--- config.mk ---
export PLATFORM = sky130hd
export DESIGN_NAME = bcd_counter_display_flat
export DESIGN_NICKNAME = d
export VERILOG_FILES = /design/src/rtl/bcd_counter_display_if.sv /design/src/rtl/bcd_counter_display.sv /design/src/flat_wrapper.sv
export SDC_FILE = /design/constraint.sdc
export NUM_CORES = 1
export LEC_CHECK = 0
export ABC_AREA = 1
export BUFFER_PORTS_ARGS = -buffer_cell sky130_fd_sc_hd__buf_4
export CELL_PAD_IN_SITES_DETAIL_PLACEMENT = 1
export CELL_PAD_IN_SITES_GLOBAL_PLACEMENT = 1
export CORE_ASPECT_RATIO = 0.6
export CORE_MARGIN = 2
export CORE_UTILIZATION = 44
export CTS_CLUSTER_SIZE = 16
export DETAILED_ROUTE_END_ITERATION = 10
export PLACE_DENSITY = 0.93
export SLEW_MARGIN = 25
export SYNTH_ARGS = -nofsm -noshare
export SYNTH_HDL_FRONTEND = slang
export SYNTH_HIERARCHICAL = 1
export SYNTH_SLANG_ARGS = --single-unit
--- constraint.sdc ---
create_clock -name clock -period 4.9 [get_ports clock]
set_input_delay 1.225 -clock clock [delete_from_list [all_inputs] [get_ports clock]]
set_output_delay 1.225 -clock clock [all_outputs]
set_load 0.01 [all_outputs]
--- src/rtl/bcd_counter_display_if.sv ---
// Control and display bundle for bcd_counter_display; DIGITS must match the attached counter.
interface bcd_counter_display_if #(
  parameter int DIGITS = 4
) ();
  logic                  dec;
  logic                  enable;
  logic                  load;
  logic [4*DIGITS-1:0]   load_value;
  logic [4*DIGITS-1:0]   count_bcd;
  logic                  tick;
  logic                  threshold;
  logic [6:0]            segments;
  logic [7:0]            anodes;

  modport master (
    output dec, enable, load, load_value,
    input  count_bcd, tick, threshold, segments, anodes
  );

  modport slave (
    input  dec, enable, load, load_value,
    output count_bcd, tick, threshold, segments, anodes
  );
endinterface

--- src/rtl/bcd_counter_display.sv ---
// Multi-digit BCD up/down counter with tick prescaler and multiplexed 7-segment scan.
// Optional: define LEADING_ZERO_BLANK_EN to blank leading-zero digits above digit 0.
module bcd_digit (
  input  logic [3:0] d_i,
  input  logic       step_i,
  input  logic       dec_i,
  input  logic       ld_i,
  input  logic [3:0] ld_val_i,
  output logic [3:0] d_o
);
  always_comb begin
    d_o = d_i;
    if (ld_i)
      d_o = (ld_val_i > 4'd9) ? 4'd9 : ld_val_i;
    else if (step_i) begin
      if (dec_i) d_o = (d_i == 4'd0) ? 4'd9 : d_i - 4'd1;
      else       d_o = (d_i == 4'd9) ? 4'd0 : d_i + 4'd1;
    end
  end
endmodule

module bcd_counter_display #(
  parameter int DIGITS    = 4,
  parameter int COUNT_DIV = 100000000,
  parameter int SCAN_DIV  = 100000
) (
  input  logic                   clock,
  input  logic                   reset,
  bcd_counter_display_if.slave   bus
);
  localparam int PW = (COUNT_DIV > 1) ? $clog2(COUNT_DIV) : 1;
  localparam int SW = (SCAN_DIV > 1)  ? $clog2(SCAN_DIV)  : 1;

  logic [PW-1:0]         presc_q, presc_d;
  logic [SW-1:0]         scan_q, scan_d;
  logic [2:0]            idx_q, idx_d;
  logic [4*DIGITS-1:0]   count_q, count_d;
  logic [DIGITS-1:0]     step;
  logic                  tick, scan_wrap, blank;
  logic [3:0]            sel;
  logic [6:0]            seg;
  logic [7:0]            an;

  assign tick      = (presc_q == PW'(COUNT_DIV - 1));
  assign scan_wrap = (scan_q == SW'(SCAN_DIV - 1));
  assign presc_d   = tick ? '0 : presc_q + 1'b1;
  assign scan_d    = scan_wrap ? '0 : scan_q + 1'b1;

  always_comb begin
    idx_d = idx_q;
    if (scan_wrap)
      idx_d = (idx_q == 3'(DIGITS - 1)) ? 3'd0 : idx_q + 3'd1;
  end

  // Step enable ripples upward: a digit moves only when every lower digit wraps.
  assign step[0] = bus.enable && tick;
  genvar g;
  generate
    for (g = 1; g < DIGITS; g++) begin : g_chain
      assign step[g] = step[g-1] &&
        (bus.dec ? (count_q[4*(g-1) +: 4] == 4'd0) : (count_q[4*(g-1) +: 4] == 4'd9));
    end
    for (g = 0; g < DIGITS; g++) begin : g_dig
      bcd_digit u_dig (
        .d_i      (count_q[4*g +: 4]),
        .step_i   (step[g]),
        .dec_i    (bus.dec),
        .ld_i     (bus.load),
        .ld_val_i (bus.load_value[4*g +: 4]),
        .d_o      (count_d[4*g +: 4])
      );
    end
  endgenerate

  always_ff @(posedge clock) begin
    if (reset) begin
      presc_q <= '0;
      scan_q  <= '0;
      idx_q   <= '0;
      count_q <= '0;
    end else begin
      presc_q <= presc_d;
      scan_q  <= scan_d;
      idx_q   <= idx_d;
      count_q <= count_d;
    end
  end

  always_comb begin
    sel = 4'd0;
    for (int i = 0; i < DIGITS; i++)
      if (idx_q == 3'(i)) sel = count_q[4*i +: 4];
  end

`ifdef LEADING_ZERO_BLANK_EN
  logic hi_zero;
  always_comb begin
    blank   = 1'b0;
    hi_zero = 1'b1;
    for (int i = DIGITS - 1; i >= 1; i--) begin
      hi_zero = hi_zero && (count_q[4*i +: 4] == 4'd0);
      if ((idx_q == 3'(i)) && hi_zero) blank = 1'b1;
    end
  end
`else
  assign blank = 1'b0;
`endif

  always_comb begin
    case (sel)
      4'd0:    seg = 7'b0000001;
      4'd1:    seg = 7'b1001111;
      4'd2:    seg = 7'b0010010;
      4'd3:    seg = 7'b0000110;
      4'd4:    seg = 7'b1001100;
      4'd5:    seg = 7'b0100100;
      4'd6:    seg = 7'b0100000;
      4'd7:    seg = 7'b0001111;
      4'd8:    seg = 7'b0000000;
      4'd9:    seg = 7'b0000100;
      default: seg = 7'b1111111;
    endcase
    if (blank) seg = 7'b1111111;
  end

  always_comb begin
    an = 8'hFF;
    for (int i = 0; i < 8; i++)
      if ((i < DIGITS) && (idx_q == 3'(i))) an[i] = 1'b0;
  end

  assign bus.count_bcd = count_q;
  assign bus.tick      = tick;
  assign bus.threshold = bus.dec ? (count_q == '0) : (count_q == {DIGITS{4'h9}});
  assign bus.segments  = seg;
  assign bus.anodes    = an;
endmodule
--- src/flat_wrapper.sv ---
// flat-port wrapper written by rule: the top's interface ports become plain ports
module bcd_counter_display_flat 
#(
  parameter int DIGITS    = 4,
  parameter int COUNT_DIV = 100000000,
  parameter int SCAN_DIV  = 100000
)
  (clock, reset, bus_dec, bus_enable, bus_load, bus_load_value, bus_count_bcd, bus_tick, bus_threshold, bus_segments, bus_anodes);
  bcd_counter_display_if #(.DIGITS(DIGITS)) bus_i ();
  input  logic clock;
  input  logic reset;
  input wire logic [$bits(bus_i.dec)-1:0] bus_dec;
  input wire logic [$bits(bus_i.enable)-1:0] bus_enable;
  input wire logic [$bits(bus_i.load)-1:0] bus_load;
  input wire logic [$bits(bus_i.load_value)-1:0] bus_load_value;
  output wire logic [$bits(bus_i.count_bcd)-1:0] bus_count_bcd;
  output wire logic [$bits(bus_i.tick)-1:0] bus_tick;
  output wire logic [$bits(bus_i.threshold)-1:0] bus_threshold;
  output wire logic [$bits(bus_i.segments)-1:0] bus_segments;
  output wire logic [$bits(bus_i.anodes)-1:0] bus_anodes;
  assign bus_i.dec = bus_dec;
  assign bus_i.enable = bus_enable;
  assign bus_i.load = bus_load;
  assign bus_i.load_value = bus_load_value;
  assign bus_count_bcd = bus_i.count_bcd;
  assign bus_tick = bus_i.tick;
  assign bus_threshold = bus_i.threshold;
  assign bus_segments = bus_i.segments;
  assign bus_anodes = bus_i.anodes;
  bcd_counter_display #(.DIGITS(DIGITS), .COUNT_DIV(COUNT_DIV), .SCAN_DIV(SCAN_DIV)) u_core (.clock(clock), .reset(reset), .bus(bus_i));
endmodule
### Word-level counts from Yosys, hierarchy flattened

Memories as Yosys holds them, arrays and structs flattened.
Cells that the tools add are included.

* register bits after elaboration: 63
* bits in read-only memories: 112
* input port bits: 21
* memories kept: 1

* add/subtract/negate cells: 11
* order comparisons: 4
* eq/ne operators: 10
* multiplexer cells: 37
* reductions and logical operators: 16

Memories
* (name not given): depth 16, width 7, read ports 1, clocked after memory_dff 0, wr ports 0, RTL line bcd_counter_display.sv:110 `case (sel)`

Operators with widths (count)
* $mux W4: 28
* $add A27 B1 Y27 const B: 1
* $eq A27 B27 Y1 const B: 1
* $add A17 B1 Y17 const B: 1
* $eq A17 B17 Y1 const B: 1
* $add A4 B1 Y4 const B: 4
* $eq A16 B16 Y1 const B: 1
* $eq A4 B4 Y1 const B: 4
* $gt A4 B4 Y1 const B: 4
* $logic_not A16 Y1: 1
* $logic_not A4 Y1: 4
* $sub A4 B1 Y4 const B: 4
* $mux W1: 8
* $reduce_bool A2 Y1: 4
* $eq A3 B2 Y1 const B: 2
* $logic_and A1 B1 Y1: 4
* $reduce_or A2 Y1: 2
* $add A3 B1 Y3 const B: 1
* $eq A3 B1 Y1 const B: 1
* $logic_not A3 Y1: 1
* $mux W3: 1

### Depth between registers and ports, before layout

* word-level depth: 7
* depth in mapped cells: 15

### Cells and area by module

The synthesis kept the hierarchy.

By module, submodules not included
* bcd_counter_display: times used 1, cells each 545, area an instance 3598.5 um^2, seq. area each 1261.2 um^2
* bcd_digit: times used 4, cells each 52, area an instance 234.0 um^2, seq. area each 0.0 um^2

### Worst setup path after synthesis

OpenSTA, ideal clock, no wires.

* path type: reg2out
* start point: register u_core.idx_q[1]
* end point: output bus_segments[3]
* data arrival time: 1.720 ns
* required time: 3.675 ns
* setup slack: 1.955 ns
* cell stages (with the launch flop): 14
* cells stage by stage: dfxtp_1 -> inv_1 -> ha_1 -> inv_1 -> nor2_2 -> nand2_1 -> nand2_1 -> nand2_1 -> nand2_1 -> nand2_1 -> ha_1 -> nand3b_1 -> nand3_1 -> nand2_1

* cells in the longest elaborated chain, start to end: 6
* elaborated cells on any way between the ends: 9

RTL lines
* start, declared: RTL line bcd_counter_display.sv:36 `logic [2:0] idx_q, idx_d;`
* start signal, assigned: RTL line bcd_counter_display.sv:84 `idx_q <= idx_d;`
* $logic_not A3 Y1: RTL line bcd_counter_display.sv:92 `if (idx_q == 3'(i)) sel = count_q[4*i +: 4];`
* $mux W4 (3 in series): RTL line bcd_counter_display.sv:92
* $mux W4 (*): RTL line bcd_counter_display.sv:92
* $mem_v2 Z16 W7 (*)
* end, declared: RTL line flat_wrapper.sv:19 `output wire logic [$bits(bus_i.segments)-1:0] bus_segments;`

Every way passes the cells marked *; elsewhere a longest branch is shown, timed or not.

### Worst setup path in the final report

Same ends and word-level chain as after synthesis.

==> results.md <==
Setup path:
- The peak fanout along the critical path is 6.
- The cell that appears most often on the critical path is nand2_1.
- On the critical path, the stage with the largest delay is an instance of dfxtp_1.
- The critical path class is reg2out.
- The critical path data arrival time is 2.62 ns.
- The largest stage delay on the critical path is 0.34 ns.
- Walking the worst path, the cells encountered are inv_1, ha_1, inv_1, nor2_2, nand2_1, nand2_1, nand2_1, nand2_1, nand2_1, ha_1, nand3b_1, nand3_1, nand2_1, buf_4.
- The required time of the worst setup path is 3.67 ns.
- STA classifies the critical path startpoint as a flop.
- The kind of capture point of the worst setup path is an output port.
- The worst reg-to-reg path cell count is 13.

Floorplan:
- For this design the top-level I/O count stands at 54.
- The die width is 135.1 um.
- The initial utilization of the core area, before any placement, comes to 45.57%.
- The floorplan step defined a core boundary enclosing 9950 sq um.
- The overall die area is 11,160 sq um.
- The number of standard-cell rows in the floorplan is 28.
- The vertical die dimension is 82.64 um.

CTS:
- The number of gates resized after CTS was 0.
- The cell chosen for the clock root is clkbuf_16.
- Post-CTS timing repair inserted 0 buffers for setup.
- TritonCTS built the clock tree.
- Buffers inserted to repair hold after CTS numbered 0.
- For the worst-skew pair, the clock arrives at the later sink with an insertion delay of 0.34 ns.
- After clock tree synthesis, the clock-pin slew on the worst setup and hold paths is 0.06 ns.
- The number of CTS-inserted buffers is 9.
- The clock net in this run drives a total of between 60 and 70 sinks.
- Counting along the longest clock path gives a buffer depth of 2.
- The H-tree generated during clock tree synthesis spans 3 levels.

Timing:
- The number of max-slew violations in the final report is 0.
- The slew at the pin closest to its max-slew limit is ~0.87 ns.
- The hold violation total from the final report is 0.
- Timing would allow up to between 200 and 300 MHz.
- Headroom to the max-slew limit came out at between 40 and 50%.
- The minimum clock period after layout is 3.841 ns.
- Setup violations remaining at the end of the flow were counted as 0.
- The clock skew after layout is between 0.005 and 0.006 ns.
- The final critical path takes up 78.38% of the cycle.
- In the final timing run, aggregate negative setup slack is 0 ns.
- Setup repair after global routing left no endpoint under its margin.

Pwr:
- The net switching component of the power is 0.3743 mW.
- In this run the static leakage power is around 2.2 nW.
- The switching share of power is 27.61%.
- The internal portion of the total power is 0.9813 mW.
- The share of power burned in registers is 40.4%.
- The fraction of power consumed by the clock network is 46.9%.
- The part of the power in combinational logic is 12.6%.
- VDD sags by at most 0.0001618 V.
- The total power density per cell area is between 200 and 300 nW/um^2.

Place:
- In this run the cell area measured after placement is 4977 sq um.
- The HPWL after detailed placement is 11,900 um.
- Routability-driven placement finished with a final weighted congestion of 0.9544.
- The number of I/O port buffers is 49.

Global routing:
- For this run, the total global-route usage over all layers was measured as 28.68%.
- Entering global routing, the biggest net connects 33 pins.
- The number of antenna violations at the first check in global routing was 0.
- The via count of the first global-routing pass is 5,167.
- The global-route wire length before repair is between 20,000 and 30,000 um.
- After global routing the overflow that remains totals 0.

Synthesis:
- The largest family of logic cells by synthesized area is simple AND/OR/NAND/NOR gates.
- The adder and majority gate portion of the synthesized area is around 3.3%.
- The number of synthesized flops with an enable pin is 0.
- The most used flip-flop cell after synthesis is dfxtp_1.
- During synthesis, Yosys emitted a total of 6 warnings.
- Of the post-synthesis cell area, the part taken by muxes is 0%.
- Summing the areas of all and, or, nand and nor instances in the mapped netlist gives 46.08% of the synthesized area.
- The number of unique standard cell types used by synthesis is 34.
- In the post-synthesis netlist, the cell with the most instances is nand2_1.
- In the post-synthesis netlist, the biggest area contributors are dfxtp_1, nand2_1, inv_1.
- Synthesis produced a netlist whose cell count is 753.
- After synthesis, the most frequently instantiated cells are nand2_1, inv_1, nor2_1, nand3_1, dfxtp_1.
- The part of the Yosys area used for sequential elements is between 20% and 30%.
- Of all flip-flops after synthesis, the portion carrying an async set or reset was 0%.
- The share of the synthesized area in compound gates (AO/OA/AOI/OAI) is 7.506%.
- The mean area per synthesized cell is 6.022 sq um.
- After synthesis the cells add up to roughly 4500 sq um.
- Of the post-synthesis cell area, the dominant cell type holds 27.81%.
- Synthesis inferred 63 register bits.
- The xor/xnor cell area share of the yosys netlist is 3.284%.
- The largest total area in the synthesized netlist belongs to dfxtp_1.

Detailed routing:
- The routed design has around 16,000 um of wire.
- The post-detailed-route via-to-cell ratio is 5.517.
- Once detail routing completed, the nets flagged for antenna violations numbered 0.
- The total via count after detailed routing is 5,203.
- After the first detailed-routing iteration, the DRC count stood at 388.
- After detailed routing, the average wire length per cell comes to 16.70 um.
- The length of the first detailed-routing pass in iterations is 5.
- In the routed design, unresolved DRC markers number 0.

Layout:
- The synthesis-to-layout area growth is 16.17%.
- The number of antenna repair diodes is 0.
- The finished layout cell area is 5268 sq um.
- After the last flow step, the layout net total stands at 836.
- Of the cells placed in the final design, the portion with a size suffix greater than 1 is 12.75%.
- The filler cells instantiated in the layout total 1,398.

Job:
- Max-cap violations in this run came to 0.

Run status:
- The flow ran to the end, and the final reports show no timing, DRC or antenna violations.

Hold path:
- The min-delay analysis places its worst path in the category reg2reg.
- The number of stages on the worst hold path is 1.
[placed cells by master (no fill, tap or decap), types with 6 or more instances in the layout]
cell / synthesis / layout
nand3_1: 71 / 71
nor2_2: 15 / 15
nand4_1: 23 / 23
inv_2: 8 / 8
nand2_1: 212 / 212
nor2_1: 105 / 105
ha_1: 12 / 12
o21ai_0: 7 / 7
clkbuf_16: 0 / 9
nand2_2: 7 / 7
dfxtp_1: 63 / 63
buf_4: 4 / 49
inv_1: 108 / 108
xor2_1: 6 / 6
o21ai_1: 6 / 6
xnor2_1: 11 / 11
nor3_1: 17 / 17
nand3b_1: 10 / 10
a21oi_1: 34 / 34
[area by class of cell]
type / count / area [sq um] / share of cell area, %
flip-flops and latches: 63 / 1261 / 23.94
clock buffers: 10 / 229.0 / 4.347
well taps: 135 / 168.9 / 3.207
clock inverters: 6 / 61.31 / 1.164
multi-input cells: 564 / 2744 / 52.09
repair buffers: 49 / 367.9 / 6.983
inverters: 116 / 435.4 / 8.266
[power by group through the flow]
| stage | Clock [mW] | Sequential [mW] | Combinational (mW) |
|---|---|---|---|
| finish | 0.636 | 0.548 | 0.171 |
| global placement | 0 | 0.556 | 0.156 |
| detailed placement | 0 | 0.558 | 0.168 |
| floorplan | 0 | 0.554 | 0.107 |
| CTS | 0.648 | 0.547 | 0.170 |
| global route | 0.667 | 0.550 | 0.192 |
[cell families after synthesis]
| family | Yosys count |
|---|---|
| AO/OA/AOI/OAI | 58 |
| AND/OR/NAND/NOR | 473 |
| other | 1 |
| buffers and inverters | 129 |
| adder cells (fa/ha/maj) | 12 |
| flip-flops | 63 |
| XOR/XNOR | 17 |
[metal layers]
metal | GRT usage (%) | up-vias | part of all wire [%]
li1 | - | 2485 | -
met1 | 38.71 | 2529 | 48
met2 | 47.31 | 169 | 45
met3 | 5.800 | 20 | 6.1
met4 | 7.604 | 0 | 0.78
met5 | 0 | - | 0
[critical path, delay by kind of cell (launching register included)]
family / cells / cell delay, ns
AND/OR/NAND/NOR: 9 / 1.02
flip-flops: 1 / 0.34
buffers and inverters: 3 / 0.36
adder cells (fa/ha/maj): 2 / 0.56
[path summary, 6_finish.rpt]
kind | slack [ns] | from | end
hold / removal | 0.45 | u_core/scan_q[0] | u_core/scan_q[0]
setup reg to reg | 2.08 | u_core/presc_q[0] | u_core/bus.count_bcd[13]
hold reg to reg | 0.45 | u_core/scan_q[0] | u_core/scan_q[0]
setup / recovery | 1.06 | u_core/idx_q[1] | bus_segments[3]
[stage by stage]
step                      util (%)  cells  setup slack (ns)  total power, mW  hold WS, ns
after floorplan                  -    756             1.955           0.6608       0.4175
after global placement       50.03    927             1.685           0.7123       0.4285
after detailed placement     50.03    927             1.482           0.7258       0.4474
after CTS                    52.94    943             1.075            1.365       0.4584
after global routing         52.94    943            0.8498            1.409       0.4748
final                        52.94    943             1.059            1.356       0.4544
[registers in the layout, indices dropped and copies added, names as in the netlist]
name	cells
u_core/bus.count_bcd	16
u_core/idx_q	3
u_core/presc_q	27
u_core/scan_q	17
Note: power is estimated with default switching activity, not from simulation.
